==> config.mk <==
export PLATFORM = sky130hd
export DESIGN_NAME = load_store_unit
export DESIGN_NICKNAME = d
export VERILOG_FILES = /design/src/rtl/load_store_unit.sv
export SDC_FILE = /design/constraint.sdc
export NUM_CORES = 1
export LEC_CHECK = 0
export CORE_ASPECT_RATIO = 0.75
export CORE_MARGIN = 2
export CORE_UTILIZATION = 40
export CTS_BUF_LIST = sky130_fd_sc_hd__clkbuf_8
export DETAILED_ROUTE_END_ITERATION = 10
export GPL_TIMING_DRIVEN = 1
export MAX_ROUTING_LAYER = met4
export PLACE_DENSITY_LB_ADDON = 0.15
export SYNTH_ARGS = -nofsm -noshare
export SYNTH_HDL_FRONTEND = slang
export SYNTH_SLANG_ARGS = --single-unit
==> constraint.sdc <==
create_clock -name clk -period 5.2 [get_ports clk]
set_input_delay 1.56 -clock clk [delete_from_list [all_inputs] [get_ports clk]]
set_output_delay 1.56 -clock clk [all_outputs]
set_load 0.01 [all_outputs]
==> src/rtl/load_store_unit.sv <==
// Data-memory initiator: checks a load/store request, drives memory for one cycle, returns a held response.
// Latency: legal request visible on resp two edges after acceptance; errored request visible one edge after.
// Backpressure: req_ready only in IDLE; response held stable in RESP until resp_ready.
module load_store_unit #(
    parameter int A_WIDTH     = 20,
    parameter bit ALIGN_CHECK = 1'b1
) (
    input  logic        clk,
    input  logic        rst,
    input  logic        req_valid,
    output logic        req_ready,
    input  logic        req_we,
    input  logic [2:0]  req_funct3,
    input  logic [31:0] req_addr,
    input  logic [31:0] req_wdata,
    output logic        resp_valid,
    input  logic        resp_ready,
    output logic [31:0] resp_rdata,
    output logic        resp_err,
    output logic [31:0] mem_a,
    output logic [31:0] mem_wd,
    output logic        mem_we,
    output logic [2:0]  mem_src,
    input  logic [31:0] mem_rd
);

    typedef enum logic [1:0] {
        S_IDLE   = 2'd0,
        S_ACCESS = 2'd1,
        S_RESP   = 2'd2
    } state_t;

    state_t      r_state;
    state_t      w_next_state;

    logic        r_we;
    logic [2:0]  r_funct3;
    logic [31:0] r_addr;
    logic [31:0] r_wdata;
    logic        r_err;
    logic [31:0] r_rdata;

    logic        w_accept;
    logic        w_bad_funct3;
    logic        w_misaligned;
    logic        w_out_of_range;
    logic        w_err;
    logic [32:0] w_size;
    logic [32:0] w_last_byte;

    assign w_accept = (r_state == S_IDLE) && req_valid;

    // Request legality: funct3 encoding, natural alignment, and last touched byte within the address window
    always_comb begin
        w_bad_funct3 = 1'b0;
        if (req_we) begin
            w_bad_funct3 = req_funct3[2] || (req_funct3[1:0] == 2'b11);
        end else begin
            w_bad_funct3 = (req_funct3 == 3'b011) || (req_funct3 == 3'b110) || (req_funct3 == 3'b111);
        end

        w_misaligned = 1'b0;
        if (ALIGN_CHECK) begin
            w_misaligned = ((req_funct3[1:0] == 2'b01) && req_addr[0]) ||
                           ((req_funct3[1:0] == 2'b10) && (req_addr[1:0] != 2'b00));
        end

        case (req_funct3[1:0])
            2'b00:   w_size = 33'd1;
            2'b01:   w_size = 33'd2;
            default: w_size = 33'd4;
        endcase
        // 33-bit sum so an address near 2**32 cannot wrap back into range
        w_last_byte    = {1'b0, req_addr} + w_size - 33'd1;
        w_out_of_range = (w_last_byte >> A_WIDTH) != 33'd0;

        w_err = w_bad_funct3 || w_misaligned || w_out_of_range;
    end

    // State register
    always_ff @(posedge clk) begin
        if (rst) begin
            r_state <= S_IDLE;
        end else begin
            r_state <= w_next_state;
        end
    end

    // Next-state and handshake outputs; write enable is gated by reset so an aborted access never commits
    always_comb begin
        w_next_state = r_state;
        req_ready    = 1'b0;
        resp_valid   = 1'b0;
        mem_we       = 1'b0;
        case (r_state)
            S_IDLE: begin
                req_ready = 1'b1;
                if (req_valid) begin
                    w_next_state = w_err ? S_RESP : S_ACCESS;
                end
            end
            S_ACCESS: begin
                mem_we       = r_we & ~rst;
                w_next_state = S_RESP;
            end
            S_RESP: begin
                resp_valid = 1'b1;
                if (resp_ready) begin
                    w_next_state = S_IDLE;
                end
            end
            default: begin
                w_next_state = S_IDLE;
            end
        endcase
    end

    // Request latch and response data capture
    always_ff @(posedge clk) begin
        if (rst) begin
            r_we     <= 1'b0;
            r_funct3 <= 3'd0;
            r_addr   <= 32'd0;
            r_wdata  <= 32'd0;
            r_err    <= 1'b0;
            r_rdata  <= 32'd0;
        end else begin
            if (w_accept) begin
                r_we     <= req_we;
                r_funct3 <= req_funct3;
                r_addr   <= req_addr;
                r_wdata  <= req_wdata;
                r_err    <= w_err;
                r_rdata  <= 32'd0;
            end
            if (r_state == S_ACCESS) begin
                r_rdata <= r_we ? 32'd0 : mem_rd;
            end
        end
    end

    assign resp_rdata = r_rdata;
    assign resp_err   = r_err;
    assign mem_a      = r_addr;
    assign mem_wd     = r_wdata;
    assign mem_src    = r_funct3;

endmodule

* Word-level counts from Yosys, hierarchy flattened
Cells that the tools add are included.
** Storage, ports and cells
- Bits in read-only memories :: 0
- Flip-flop bits (word level) :: 103
- Bits of input ports :: 104
- Bits in latches :: 0
- Memories :: 0
- RAM bits :: 0
** Operators by class
- Shifts and indexed selects :: 0
- $mul :: 0
- Reductions and logical operators :: 15
- Bitwise logic cells :: 2
- Magnitude comparators :: 0
- Equality and inequality tests :: 10
- Mux-type cells :: 12
- Divide/modulo/power cells :: 0
- $add $sub $neg :: 2
** Operators by type and width (count)
- $mux 32 :: 3
- $add 32x33->33 :: 1
- $reduce_bool 33->1 :: 1
- $sub 33x1->33 const B :: 1
- $eq 2x2->1 const B :: 3
- $eq 3x3->1 const B :: 2
- $logic_or 1x1->1 :: 6
- $mux 2 :: 3
- $pmux 2 s3 :: 1
- $pmux 3 s2 :: 1
- $eq 2x1->1 const B :: 2
- $logic_not 2->1 :: 2
- $mux 1 :: 4
- $ne 2x2->1 const B :: 2
- $reduce_bool 2->1 :: 2
- $eq 3x2->1 const B :: 1
- $logic_and 1x1->1 :: 3
- $reduce_and 2->1 :: 1
- $and 1x1->1 :: 1
- $not 1->1 :: 1

* Depth between registers and ports, before layout
- Depth after elaboration :: 9
- Mapped depth :: 13
- Depth with buffers taken out :: 13

* Worst setup path after synthesis
Ideal clock, no wire load.
- Path kind :: input -> register
- Start point :: in req_funct3[1]
- End point :: reg r_err, in the netlist resp_err
- Arrival time :: 4.023 ns
- Stages on the path :: 12
- Path slack :: 1.040 ns
- Required time :: 5.063 ns
- Cells stage by stage :: inv_1 -> ha_1 -> inv_1 -> ha_1 -> and3b_1 -> a211o_1 -> a21oi_2 -> o211ai_2 -> a311o_1 -> a2111o_1 -> nor4_2 -> a211oi_1
** On the way
- Cells in the longest elaborated chain, start to end :: 6
- Elaborated cells on any way between the ends :: 20
- Those cells by class :: add/sub: 2; eq/ne: 6; mux: 2; reduce/logical: 10
** RTL lines
- start, declared :: line 13 : input logic [2:0] req_funct3,
- $eq 2x1->1 (tied with other cells) :: line 64, 68
- $pmux 3 s2 / $logic_or 1x1->1 (equally long branches) :: line 68, 59
- $add 32x33->33 / $logic_or 1x1->1 (equally long branches) :: line 74, 59
- $sub 33x1->33 / $mux 1 (equally long branches) :: line 74, 56
- $reduce_bool 33->1 / $logic_or 1x1->1 (equally long branches) :: line 75, 77
- $logic_or 1x1->1 * :: line 77 : w_err = w_bad_funct3 || w_misaligned || w_out_of_range;
- end signal, assigned :: line 133 : r_err <= w_err;
- end, declared :: line 40 : logic r_err;
Mark *: on every way between the ends. The rest lies on a longest branch, timed or not.
A chain may end at the register's enable or synchronous reset.

* Worst setup path after layout
Ends and elaborated chain as after synthesis.

==> out/results.ini <==
[placement]
io_buffers=206
hpwl_mm=13.5
gp_congestion=0.874
place_ws_ns=0.195
dp_cells=1065

[timing]
slew-limit-headroom=0.126
timing.fmax_ghz=0.215
whs_ns=0.458
finClkSkew_ns=0.00877
worst_pin_slew_ns=1.31
fin_crit_sh=0.896
rsz0062_at_grt=false
hold_violations=0
setup_violations=0
setup_ws_ns=0.540
period_needed_ns=4.66
fin_tns_setup_ns=0
drv_slew=0

[detailed_routing]
postRouteAntennaNets=0
vias=5974
initialDrtViolationCount=429
wl_per_cell_um=16.8
drc=0
drt-pass1-iter-count=5
totalWireLength_mm=18.2
viasPerCell=5.53

[critical_path]
cp.required_ns=5.42
crit_fanout=5
worstPathArrival_ns=4.88
endpoint_kind=flip-flop
path_class=input port to flip-flop
cp-start-kind=input port

[logic_synthesis]
synth_seq_cells=103
syn_avg_cell_area_um2=7.57
async_flop_share=0
syn-num-nets=856
syn_area_um2=5450
ys_types=67
yosysTopAreaCellShare=0.379
synthCells=720
yosys-top-cells-area=dfxtp_1 38%, nand2_1 11%, a21oi_1 9.5%
yosys_warnings=0
synth_largest_area_cell=dfxtp_1
synth_edf_count=0
yosysSeqAreaShare=0.379
synth_flop_cell=dfxtp_1

[global_routing]
grt_max_degree=106
grt.overflow.total=0
grt_pass1_wl_mm=29.0
grt_usage=0.250
antenna_found_initial=0
grt_pass1_vias=5652

[floorplanning]
die_w_um=139
design.core.area_um2=13200
dieArea_um2=14600
num_io_pins=207
start_util=0.414
chipHeight_um=105
rows=36

[cts]
cts_tree=built
clock_path_buffers=2
cts_resized=0
clk_latency_ns=0.38
htreeDepth=3
cts.clk_slew.worst_paths_ns=0.11
cts_setup_buffers=0
clkSinkCount=103
cts_root_buf=clkbuf_8
numCtsBuffers=9
cts_hold_buf=0

[pwr]
p_per_area_nw_per_um2=237
sw_frac_of_total=0.330
pwr-share-clk=0.272
p_comb_frac=0.275
pwr-share-seq=0.453
p_leak_nw=3.01
vdd_drop_max_uv=127
p_int_mw=1.24
p_sw_mw=0.612

[layout]
regArea_um2=2060
fillers=1181
layout.cells.non_filler=1081
final_cell_mix=205 x clkdlybuf4s50_1, 158 x nand2_1, 103 x a21oi_1, 103 x dfxtp_1, 56 x nor2_1
finish.utilization=0.595
final_common_cell=clkdlybuf4s50_1
drive_gt1_frac=0.0418
areaGrowthSynthToFinish_pct=43.7
n_antenna_cell=0
fin_nets=1041
multi_input_area_um2=3080

[run]
cap_violations=0

[min_path]
hold_path_class=flip-flop to flip-flop

[status]
status=finished, final reports clean

[cell type report]
| cell class | count | area share |
|---|---|---|
| Sequential cell | 103 | 0.263 |
| Timing Repair Buffer | 214 | 0.271 |
| Clock buffer | 9 | 0.0158 |
| Tap cell | 171 | 0.0273 |
| Inverter | 44 | 0.0211 |
| Clock inverter | 7 | 0.00847 |
| Multi-Input combinational cell | 533 | 0.393 |
[final timing paths]
kind,start,end,slack (ns),cells past startpoint
worst min-delay path,mem_wd[7],mem_wd[7],0.46,2
worst min register to register,mem_wd[7],mem_wd[7],0.46,2
worst max-delay path,req_funct3[1],resp_err,0.54,13
worst max register to register,r_state[0],resp_rdata[28],3.14,4
[routing by layer]
metal,GRT usage,vias to the layer above,share of wire
li1,-,2907,-
met1,0.344,2784,0.47
met2,0.371,250,0.44
met3,0.0518,33,0.066
met4,0.0743,0,0.023
met5,-,-,0
[synth_stat cells (all sizes together) (5+ instances only)]
master,count
nor4,8
nand2b,5
nand3,11
buf,8
a22oi,33
a211oi,6
nor2,57
inv,44
nand4,11
clkbuf,32
o21a,5
dfxtp,103
nand2,159
o21ai,19
ha,32
o211ai,7
a21oi,105
[cell families (layout without fill, tap and decap cells)]
logic type | after synthesis | count (layout) | share of synthesized area
multiplexers | 1 | 1 | 0.00184
AND/OR/NAND/NOR | 273 | 273 | 0.219
buffers and inverters | 84 | 274 | 0.0593
XOR/XNOR | 4 | 4 | 0.00643
AO/OA/AOI/OAI | 223 | 223 | 0.262
flip-flops | 103 | 103 | 0.379
adder cells (fa/ha/maj) | 32 | 32 | 0.0735
[critical path, cell delays in order]
cell             delay [ns]
clkdlybuf4s50_1        0.54
inv_1                  0.09
ha_1                   0.29
inv_1                  0.04
ha_1                   0.29
and4b_1                0.18
a221o_1                0.35
a211oi_2               0.44
a2bb2oi_1              0.22
nand4_1                0.10
a2111o_1               0.38
nor4_2                 0.28
a211oi_1               0.11
[sequential cells by signal (all words and copies together) (netlist names)]
register and flops:
mem_a 32, mem_src 3, mem_wd 32, r_state 2, r_we 1, resp_err 1, resp_rdata 32
[per-stage QoR]
step / total power, mW / instance area (um2)
after floorplan: 1.13 / 5450
after global placement: 1.35 / 7640
after detailed placement: 1.36 / 7640
after CTS: 1.87 / 7830
after global routing: 1.95 / 7830
final: 1.85 / 7830
[power by group through the flow]
stage | logic [mW] | clock network [mW] | registers [mW]
finish | 0.509 | 0.504 | 0.841
global route | 0.557 | 0.548 | 0.846
CTS | 0.505 | 0.521 | 0.841
floorplan | 0.255 | 0 | 0.872
detailed placement | 0.500 | 0 | 0.859
global placement | 0.498 | 0 | 0.856
Note: power is estimated with default switching activity, not from simulation.
